==> src/rtl/inst_fetch_queue_if.sv <==
// Fetch-queue bundle: ID-side redirect/handshake plus the instruction SRAM port.
// master = fetch queue, slave = ID stage / SRAM side.
interface inst_fetch_queue_if #(
    parameter int DEPTH = 4
);
    localparam int CW = $clog2(DEPTH) + 1;

    logic          br_e;
    logic [31:0]   br_addr;
    logic          id_ready;
    logic          out_valid;
    logic [31:0]   out_pc;
    logic [31:0]   out_inst;
    logic [CW-1:0] count;
    logic          inst_sram_en;
    logic [3:0]    inst_sram_wen;
    logic [31:0]   inst_sram_addr;
    logic [31:0]   inst_sram_wdata;
    logic [31:0]   inst_sram_rdata;

    modport master (
        input  br_e, br_addr, id_ready, inst_sram_rdata,
        output out_valid, out_pc, out_inst, count,
               inst_sram_en, inst_sram_wen, inst_sram_addr, inst_sram_wdata
    );

    modport slave (
        output br_e, br_addr, id_ready, inst_sram_rdata,
        input  out_valid, out_pc, out_inst, count,
               inst_sram_en, inst_sram_wen, inst_sram_addr, inst_sram_wdata
    );
endinterface

==> src/rtl/inst_fetch_queue.sv <==
// Instruction fetch queue: owns the fetch PC, issues SRAM reads and buffers results for ID.
// Optional macro IFQ_BYPASS_EN: empty-queue responses go straight to the output in the same cycle.
module inst_fetch_queue #(
    parameter int          DEPTH    = 4,
    parameter logic [31:0] RESET_PC = 32'hBFC0_0000
) (
    input logic                  clk,
    input logic                  rst,
    inst_fetch_queue_if.master   ifq
);
    localparam int AW = $clog2(DEPTH);
    localparam int CW = $clog2(DEPTH) + 1;

    logic [31:0]   fetch_pc_q, fetch_pc_d;
    logic [AW-1:0] rd_ptr_q, rd_ptr_d;
    logic [AW-1:0] wr_ptr_q, wr_ptr_d;
    logic [CW-1:0] count_q, count_d;
    logic          inflight_q, inflight_d;
    logic [31:0]   inflight_pc_q, inflight_pc_d;

    logic [31:0]   pc_mem   [DEPTH];
    logic [31:0]   inst_mem [DEPTH];

    logic          credit_ok, issue, head_valid, bypass, push, pop;
    logic [31:0]   req_addr;

    always_comb begin
        // Credit counts the response still on its way so the FIFO can never overflow.
        credit_ok  = ({1'b0, count_q} + {{CW{1'b0}}, inflight_q}) < (CW+1)'(DEPTH);
        issue      = !rst && (ifq.br_e || credit_ok);
        req_addr   = rst ? RESET_PC : (ifq.br_e ? ifq.br_addr : fetch_pc_q);
        head_valid = (count_q != '0);
`ifdef IFQ_BYPASS_EN
        bypass     = !head_valid && inflight_q && !ifq.br_e;
`else
        bypass     = 1'b0;
`endif
        pop        = head_valid && ifq.id_ready && !ifq.br_e;
        push       = inflight_q && !ifq.br_e && !(bypass && ifq.id_ready);
    end

    always_comb begin
        ifq.out_valid       = head_valid || bypass;
        ifq.out_pc          = 32'h0;
        ifq.out_inst        = 32'h0;
        if (head_valid) begin
            ifq.out_pc   = pc_mem[rd_ptr_q];
            ifq.out_inst = inst_mem[rd_ptr_q];
        end else if (bypass) begin
            ifq.out_pc   = inflight_pc_q;
            ifq.out_inst = ifq.inst_sram_rdata;
        end
        ifq.count           = count_q;
        ifq.inst_sram_en    = issue;
        ifq.inst_sram_addr  = req_addr;
        ifq.inst_sram_wen   = 4'b0000;
        ifq.inst_sram_wdata = 32'h0;
    end

    always_comb begin
        fetch_pc_d    = issue ? req_addr + 32'd4 : fetch_pc_q;
        inflight_d    = issue;
        inflight_pc_d = issue ? req_addr : inflight_pc_q;
        rd_ptr_d      = rd_ptr_q;
        wr_ptr_d      = wr_ptr_q;
        count_d       = count_q;
        if (ifq.br_e) begin
            rd_ptr_d = '0;
            wr_ptr_d = '0;
            count_d  = '0;
        end else begin
            if (pop)  rd_ptr_d = rd_ptr_q + AW'(1);
            if (push) wr_ptr_d = wr_ptr_q + AW'(1);
            case ({push, pop})
                2'b10:   count_d = count_q + CW'(1);
                2'b01:   count_d = count_q - CW'(1);
                default: count_d = count_q;
            endcase
        end
    end

    always_ff @(posedge clk) begin
        if (rst) begin
            fetch_pc_q    <= RESET_PC;
            rd_ptr_q      <= '0;
            wr_ptr_q      <= '0;
            count_q       <= '0;
            inflight_q    <= 1'b0;
            inflight_pc_q <= 32'h0;
        end else begin
            fetch_pc_q    <= fetch_pc_d;
            rd_ptr_q      <= rd_ptr_d;
            wr_ptr_q      <= wr_ptr_d;
            count_q       <= count_d;
            inflight_q    <= inflight_d;
            inflight_pc_q <= inflight_pc_d;
        end
    end

    // Storage needs no reset: entries are only visible through count_q.
    always_ff @(posedge clk) begin
        if (!rst && push) begin
            pc_mem[wr_ptr_q]   <= inflight_pc_q;
            inst_mem[wr_ptr_q] <= ifq.inst_sram_rdata;
        end
    end
endmodule

==> src/flat_wrapper.sv <==
// flat-port wrapper written by rule: the top's interface ports become plain ports
module inst_fetch_queue_flat 
#(
    parameter int          DEPTH    = 4,
    parameter logic [31:0] RESET_PC = 32'hBFC0_0000
)
  (clk, rst, ifq_br_e, ifq_br_addr, ifq_id_ready, ifq_inst_sram_rdata, ifq_out_valid, ifq_out_pc, ifq_out_inst, ifq_count, ifq_inst_sram_en, ifq_inst_sram_wen, ifq_inst_sram_addr, ifq_inst_sram_wdata);
  inst_fetch_queue_if #(.DEPTH(DEPTH)) ifq_i ();
  input logic clk;
  input logic rst;
  input wire logic [$bits(ifq_i.br_e)-1:0] ifq_br_e;
  input wire logic [$bits(ifq_i.br_addr)-1:0] ifq_br_addr;
  input wire logic [$bits(ifq_i.id_ready)-1:0] ifq_id_ready;
  input wire logic [$bits(ifq_i.inst_sram_rdata)-1:0] ifq_inst_sram_rdata;
  output wire logic [$bits(ifq_i.out_valid)-1:0] ifq_out_valid;
  output wire logic [$bits(ifq_i.out_pc)-1:0] ifq_out_pc;
  output wire logic [$bits(ifq_i.out_inst)-1:0] ifq_out_inst;
  output wire logic [$bits(ifq_i.count)-1:0] ifq_count;
  output wire logic [$bits(ifq_i.inst_sram_en)-1:0] ifq_inst_sram_en;
  output wire logic [$bits(ifq_i.inst_sram_wen)-1:0] ifq_inst_sram_wen;
  output wire logic [$bits(ifq_i.inst_sram_addr)-1:0] ifq_inst_sram_addr;
  output wire logic [$bits(ifq_i.inst_sram_wdata)-1:0] ifq_inst_sram_wdata;
  assign ifq_i.br_e = ifq_br_e;
  assign ifq_i.br_addr = ifq_br_addr;
  assign ifq_i.id_ready = ifq_id_ready;
  assign ifq_i.inst_sram_rdata = ifq_inst_sram_rdata;
  assign ifq_out_valid = ifq_i.out_valid;
  assign ifq_out_pc = ifq_i.out_pc;
  assign ifq_out_inst = ifq_i.out_inst;
  assign ifq_count = ifq_i.count;
  assign ifq_inst_sram_en = ifq_i.inst_sram_en;
  assign ifq_inst_sram_wen = ifq_i.inst_sram_wen;
  assign ifq_inst_sram_addr = ifq_i.inst_sram_addr;
  assign ifq_inst_sram_wdata = ifq_i.inst_sram_wdata;
  inst_fetch_queue #(.DEPTH(DEPTH), .RESET_PC(RESET_PC)) u_core (.clk(clk), .rst(rst), .ifq(ifq_i));
endmodule
==> config.mk <==
export PLATFORM = sky130hd
export DESIGN_NAME = inst_fetch_queue_flat
export DESIGN_NICKNAME = d
export VERILOG_FILES = /design/src/rtl/inst_fetch_queue_if.sv /design/src/rtl/inst_fetch_queue.sv /design/src/flat_wrapper.sv
export SDC_FILE = /design/constraint.sdc
export NUM_CORES = 1
export LEC_CHECK = 0
export ABC_AREA = 0
export BUFFER_PORTS_ARGS = -buffer_cell sky130_fd_sc_hd__clkbuf_2
export CAP_MARGIN = 15
export CORE_ASPECT_RATIO = 1.1
export CORE_MARGIN = 10
export CORE_UTILIZATION = 40
export CTS_BUF_LIST = sky130_fd_sc_hd__clkbuf_8
export CTS_CLUSTER_SIZE = 24
export DETAILED_ROUTE_END_ITERATION = 10
export HOLD_SLACK_MARGIN = 0.03
export PLACE_DENSITY_LB_ADDON = 0.3
export SLEW_MARGIN = 20
export SYNTH_ARGS = -nofsm -noshare
export SYNTH_HDL_FRONTEND = slang
export SYNTH_SLANG_ARGS = --single-unit
export TNS_END_PERCENT = 1
==> constraint.sdc <==
create_clock -name clk -period 7.55 [get_ports clk]
set_clock_uncertainty 0.05 [all_clocks]
set_input_delay 1.8875 -clock clk [delete_from_list [all_inputs] [get_ports clk]]
set_output_delay 1.8875 -clock clk [all_outputs]
set_load 0.1 [all_outputs]
Yosys cells after proc, flatten, opt, wreduce, memory -nomap -nowiden
Memory sizes are Yosys's and may differ from the RTL's. A register that Yosys moved wholly into a read port is not among the register bits.
Index checks and enable logic that the tools add are counted.
Word-level totals
  memories kept: 2
  logic and storage cells: 39
  bits of input ports: 68
  output and inout port bits: 137
  register bits: 72
  bits in writable memories: 256
Cells by class
  equal/unequal tests: 2
  reduce and logical (&&, ||, !) cells: 11
  $add $sub $neg: 6
  multiplexer cells: 11
  order comparisons: 1
Memory list
  u_core.inst_mem: depth 4, width 32, read ports 1, clocked after Yosys merged registers in 1, wr ports 1, line inst_fetch_queue.sv:22  | logic [31:0] inst_mem [DEPTH];
  u_core.pc_mem: depth 4, width 32, read ports 1, clocked after Yosys merged registers in 1, wr ports 1, line inst_fetch_queue.sv:21  | logic [31:0] pc_mem [DEPTH];
Operators with widths (number)
  $mux W32: 4
  $add A32 B3 Y32 const B: 1
  $mux W2: 4
  $pmux W3 S2: 1
  $logic_and A1 B1 Y1: 5
  $add A2 B1 Y2 const B: 2
  $add A3 B1 Y4: 1
  $lt A4 B3 Y1 const B: 1
  $add A3 B1 Y3 const B: 1
  $reduce_bool A3 Y1: 1
  $sub A3 B1 Y3 const B: 1
  $eq A2 B1 Y1 const B: 1
  $eq A2 B2 Y1 const B: 1
  $logic_not A1 Y1: 2
  $mux W1: 2
  $reduce_bool A2 Y1: 1
  $reduce_or A2 Y1: 1
  $logic_or A1 B1 Y1: 1

Logic depth before layout (Yosys ltp)
  depth after elaboration: 5
  depth in mapped cells: 12
  mapped depth without buffers: 8

Worst setup path before layout
Ideal clock, no wire load.
  path type: input to output
  start: input port ifq_br_e
  end: output port ifq_inst_sram_addr[0]
  path slack: 1.563 ns
  path buffers: 5
  arrival: 4.049 ns
  data required time: 5.613 ns
  stages: 7
  cells stage by stage: buf_6 > buf_12 > buf_6 > buf_4 > buf_2 > mux2i_1 > nor2_1
Between the ends
  cells in the longest elaborated chain, start to end: 2
RTL lines
  start: declaration: line flat_wrapper.sv:11  | input wire logic [$bits(ifq_i.br_e)-1:0] ifq_br_e;
  $mux W32 (2 in series): line inst_fetch_queue.sv:31  | req_addr = rst ? RESET_PC : (ifq.br_e ? ifq.br_addr : fetch_pc_q);
  end: declaration: line flat_wrapper.sv:21  | output wire logic [$bits(ifq_i.inst_sram_addr)-1:0] ifq_inst_sram_addr;
Every way passes these cells.

Worst setup path in the final report
  start: input port ifq_br_e
  end: output port ifq_inst_sram_addr[5]
Same word-level chain as after synthesis.

==> results.md <==
* Status: finished clean
* Min Tclk post-route at 6.11 ns
* Pwr dens at 241 nW/um^2
* RR Startpoint: u_core.ifq.count[0]
* Die area at 42100 sq um
* Via density at 5.01
* Placed cell count at 1456
* Clk slew on worst S/H paths at 0.06 ns
* Synth Instances at 891
* # DRC at 0
* Initial DRC Count at 384
* Clock power share at 36.6%
* Switching portion of total power at 27.3%
* Async S/R FF share, synth at 0%
* Final WL at 30800 um
* RSZ-0062 raised after global routing: false
* Hold path cells at 2
* R2r endpoint: u_core.ifq.count[2]
* Ys Warns at 0
* Largest net degree at the start of global routing at 67
* Hold path endpoint: u_core.fetch_pc_q[13]
* Root buffer cell: clkbuf_8
* Synthesized area per cell at 15.4 sq um
* First-pass GRT wire length at 48000 um
* Layout Area Growth over Synthesis at 15.0%
* # rows at 71
* Max IR drop VDD at 0.107 mV
* Seq pwr share at 52.7%
* Worst setup SP type: primary input
* Crit path max fanout at 39
* CP endpoint kind: output port
* Max Clock Freq at 0.164 GHz
* Proportion of layout cells with a drive suffix above 1 at 30.6%
* Hpwl dp at 19600 um
* Post-route ant nets at 0
* Comb pwr share at 10.6%
* Routed wire length per instance at 19.8 um
* Non-Filler Instances at 1552
* Core area at 34000 sq um
* Final Hold Violating Endpoints at 0
* Clk buf depth at 3
* Via count at 7781
* Resize count post-CTS at 0
* Cells on worst reg2reg path at 9
* Clock Sinks at 328
* Synthesized area at 13700 sq um
* 1st-pass router iterations at 4
* Register area share after synthesis at 66.6%
* Flops & latches, synth at 328
* Worst-Margin Slew at 1.06 ns
* Post-route clock period utilization at 80.9%
* Number of synthesized flops with an enable pin at 256
* Worst Path Required at 5.61 ns
* Final core occ at 46.3%
* Area after DPL at 14800 sq um
* Worst skew pair latency at 0.57 ns
* CP arrival at 4.17 ns
* Global route overflow at 0
* Setup TNS Final at 0 ns
* Layout Nets at 1147
* Placer Congestion at 0.834
* Slew Limit Fails at 0
* Top_reg_cell synth: edfxtp_1
* Slew Limit Headroom at 29.5%
* I/O pins at 205
* Setup Viol. Count Final at 0
* Die Span X at 196 um
* Inserted Clock Buffers at 52
* Int Pwr at 0.00277 W
* R2R Setup Slk at 4.69 ns
* Hold path startpoint: u_core.fetch_pc_q[13]
* Hold Crit Class: flip-flop to flip-flop
* Initial core utilization at 40.3%
* NetSw at 0.00104 W
* H-tree levels at 2
* Library cells used by synthesis at 58
* Port bufs at 168
* Die Ht at 214 um
* Total track usage at 14.4%
* Cts hold-fix bufs at 0
* Total of max-cap violations at 0
* Post-CTS Setup Inserts at 0
* Crit Path Category: primary input to output port
* Post-route cell area at 15800 sq um
* Overall power at 0.00380 W
* TritonCTS clock tree: yes
* Static Leakage at 5.71 nW
* Vias in the first global route at 8289
* Initial antenna violation count at 0
* ANT cells at 0
## cells in the mapped netlist (2+ instances only)
cell / count / share of area, %
o21ai_0: 19 / 0.69
nand3_1: 19 / 0.69
mux2_2: 2 / 0.16
a21oi_1: 14 / 0.51
dfxtp_1: 72 / 11
nand3b_4: 2 / 0.29
nand3_2: 3 / 0.22
buf_1: 9 / 0.25
xor2_1: 12 / 0.77
a221oi_1: 2 / 0.13
nand4_1: 6 / 0.27
ha_1: 6 / 0.55
nor2_1: 65 / 1.8
and2_1: 64 / 2.9
mux4_2: 64 / 11
nand2_1: 71 / 1.9
a211oi_1: 19 / 1.0
nor2b_1: 2 / 0.091
o21ai_1: 3 / 0.11
nor2_4: 2 / 0.16
clkbuf_1: 22 / 0.60
nor3_1: 4 / 0.15
buf_2: 11 / 0.40
nor4_1: 2 / 0.091
edfxtp_1: 256 / 56
nand2b_1: 2 / 0.091
and3_1: 5 / 0.23
buf_4: 38 / 2.1
inv_1: 8 / 0.22
nand4_2: 2 / 0.18
a211oi_2: 3 / 0.27
nand3b_1: 3 / 0.16
a21o_1: 2 / 0.11
a31oi_1: 2 / 0.091
or3_1: 2 / 0.091
a21boi_0: 2 / 0.11
buf_6: 4 / 0.33
mux2i_1: 31 / 2.3
nand3_4: 2 / 0.26
xnor2_1: 16 / 1.0
## metal layers
layer | vias up | global-route usage (%) | wire, um
met3 | 52 | 3.74 | 1940
met1 | 3852 | 18.7 | 13600
met2 | 233 | 23.3 | 14700
met5 | - | 0 | 0
li1 | 3644 | - | -
met4 | 0 | 4.58 | 629
## final cells by class
| cell class | count | area (sq um) |
|---|---|---|
| Clock inverter | 41 | 209 |
| Fill cell | 3027 | 18300 |
| Tap cell | 438 | 548 |
| Inverter | 9 | 33.8 |
| Clock buffer | 55 | 757 |
| Timing Repair Buffer | 177 | 908 |
| Multi-Input combinational cell | 504 | 4170 |
| Sequential cell | 328 | 9140 |
## cells by family after synthesis
group	share of synthesized area (%)
DFF	66.6
and+or+nand+nor	10.0
muxes	13.0
buffers and inverters	4.05
AOI/OAI and AO/OA	3.73
xor gates and xnor gates	1.79
adders and majority gates	0.694
other	0.0274
## sequential cells by signal, summed over array words and instances, names as in the netlist, named ones only
| name | count |
|---|---|
| u_core.fetch_pc_q | 30 |
| u_core.ifq.count | 3 |
| u_core.inflight_pc_q | 32 |
| u_core.inflight_q | 1 |
| u_core.inst_mem | 128 |
| u_core.pc_mem | 128 |
| u_core.rd_ptr_q | 2 |
| u_core.wr_ptr_q | 2 |
## worst max-delay path by stage
stage / from / to / slack, ns / cells past startpoint
5_1_grt: ifq_br_e / ifq_inst_sram_addr[5] / 1.35 / 5
2_1_floorplan: ifq_br_e / ifq_inst_sram_addr[0] / 1.56 / 7
3_3_place_gp: ifq_br_e / ifq_inst_sram_addr[5] / 1.51 / 5
4_1_cts: ifq_br_e / ifq_inst_sram_addr[5] / 1.46 / 5
3_5_place_dp: ifq_br_e / ifq_inst_sram_addr[5] / 1.48 / 5
6_report: ifq_br_e / ifq_inst_sram_addr[5] / 1.44 / 5
## worst max-delay path: stages
cell and delay (ns):
buf_2 0.71, buf_4 0.49, mux2i_1 0.13, nor2_1 0.38, clkbuf_2 0.55
## per-stage QoR
stage	hold slack, ns	setup slack, ns
finish	0.425	1.44
detailed placement	0.402	1.48
global route	0.440	1.35
floorplan	0.381	1.56
CTS	0.421	1.46
global placement	0.392	1.51
## placed cells by master (no fill, tap or decap), types with 3 or more instances in the layout
cell	synthesis	layout
clkbuf_2	0	167
nor3_1	4	4
buf_4	38	9
inv_1	8	25
nand4_1	6	6
mux4_2	64	64
dfxtp_1	72	70
nand2_1	71	71
and3_4	0	4
nand3_2	3	3
clkbuf_8	0	55
a211oi_2	3	3
xnor2_1	16	16
nand3b_1	3	3
a211oi_1	19	19
clkinv_1	1	10
o21ai_0	19	19
clkinvlp_4	0	3
mux2i_1	31	31
clkinv_2	0	10
and2_1	64	64
a21oi_1	14	14
o21ai_1	3	3
nor2_1	65	65
conb_1	1	36
nand3_1	19	19
edfxtp_1	256	256
xor2_1	12	12
ha_1	6	6
## power groups by stage
stage                     registers [W]  logic, W  clock network [W]
after detailed placement        0.00204  0.000407                  0
after CTS                       0.00201  0.000408            0.00145
after floorplan                 0.00204  0.000346                  0
after global placement          0.00204  0.000405                  0
after global routing            0.00201  0.000426            0.00153
final                           0.00201  0.000405            0.00139
No activity file was read; power rests on OpenSTA's default activity.
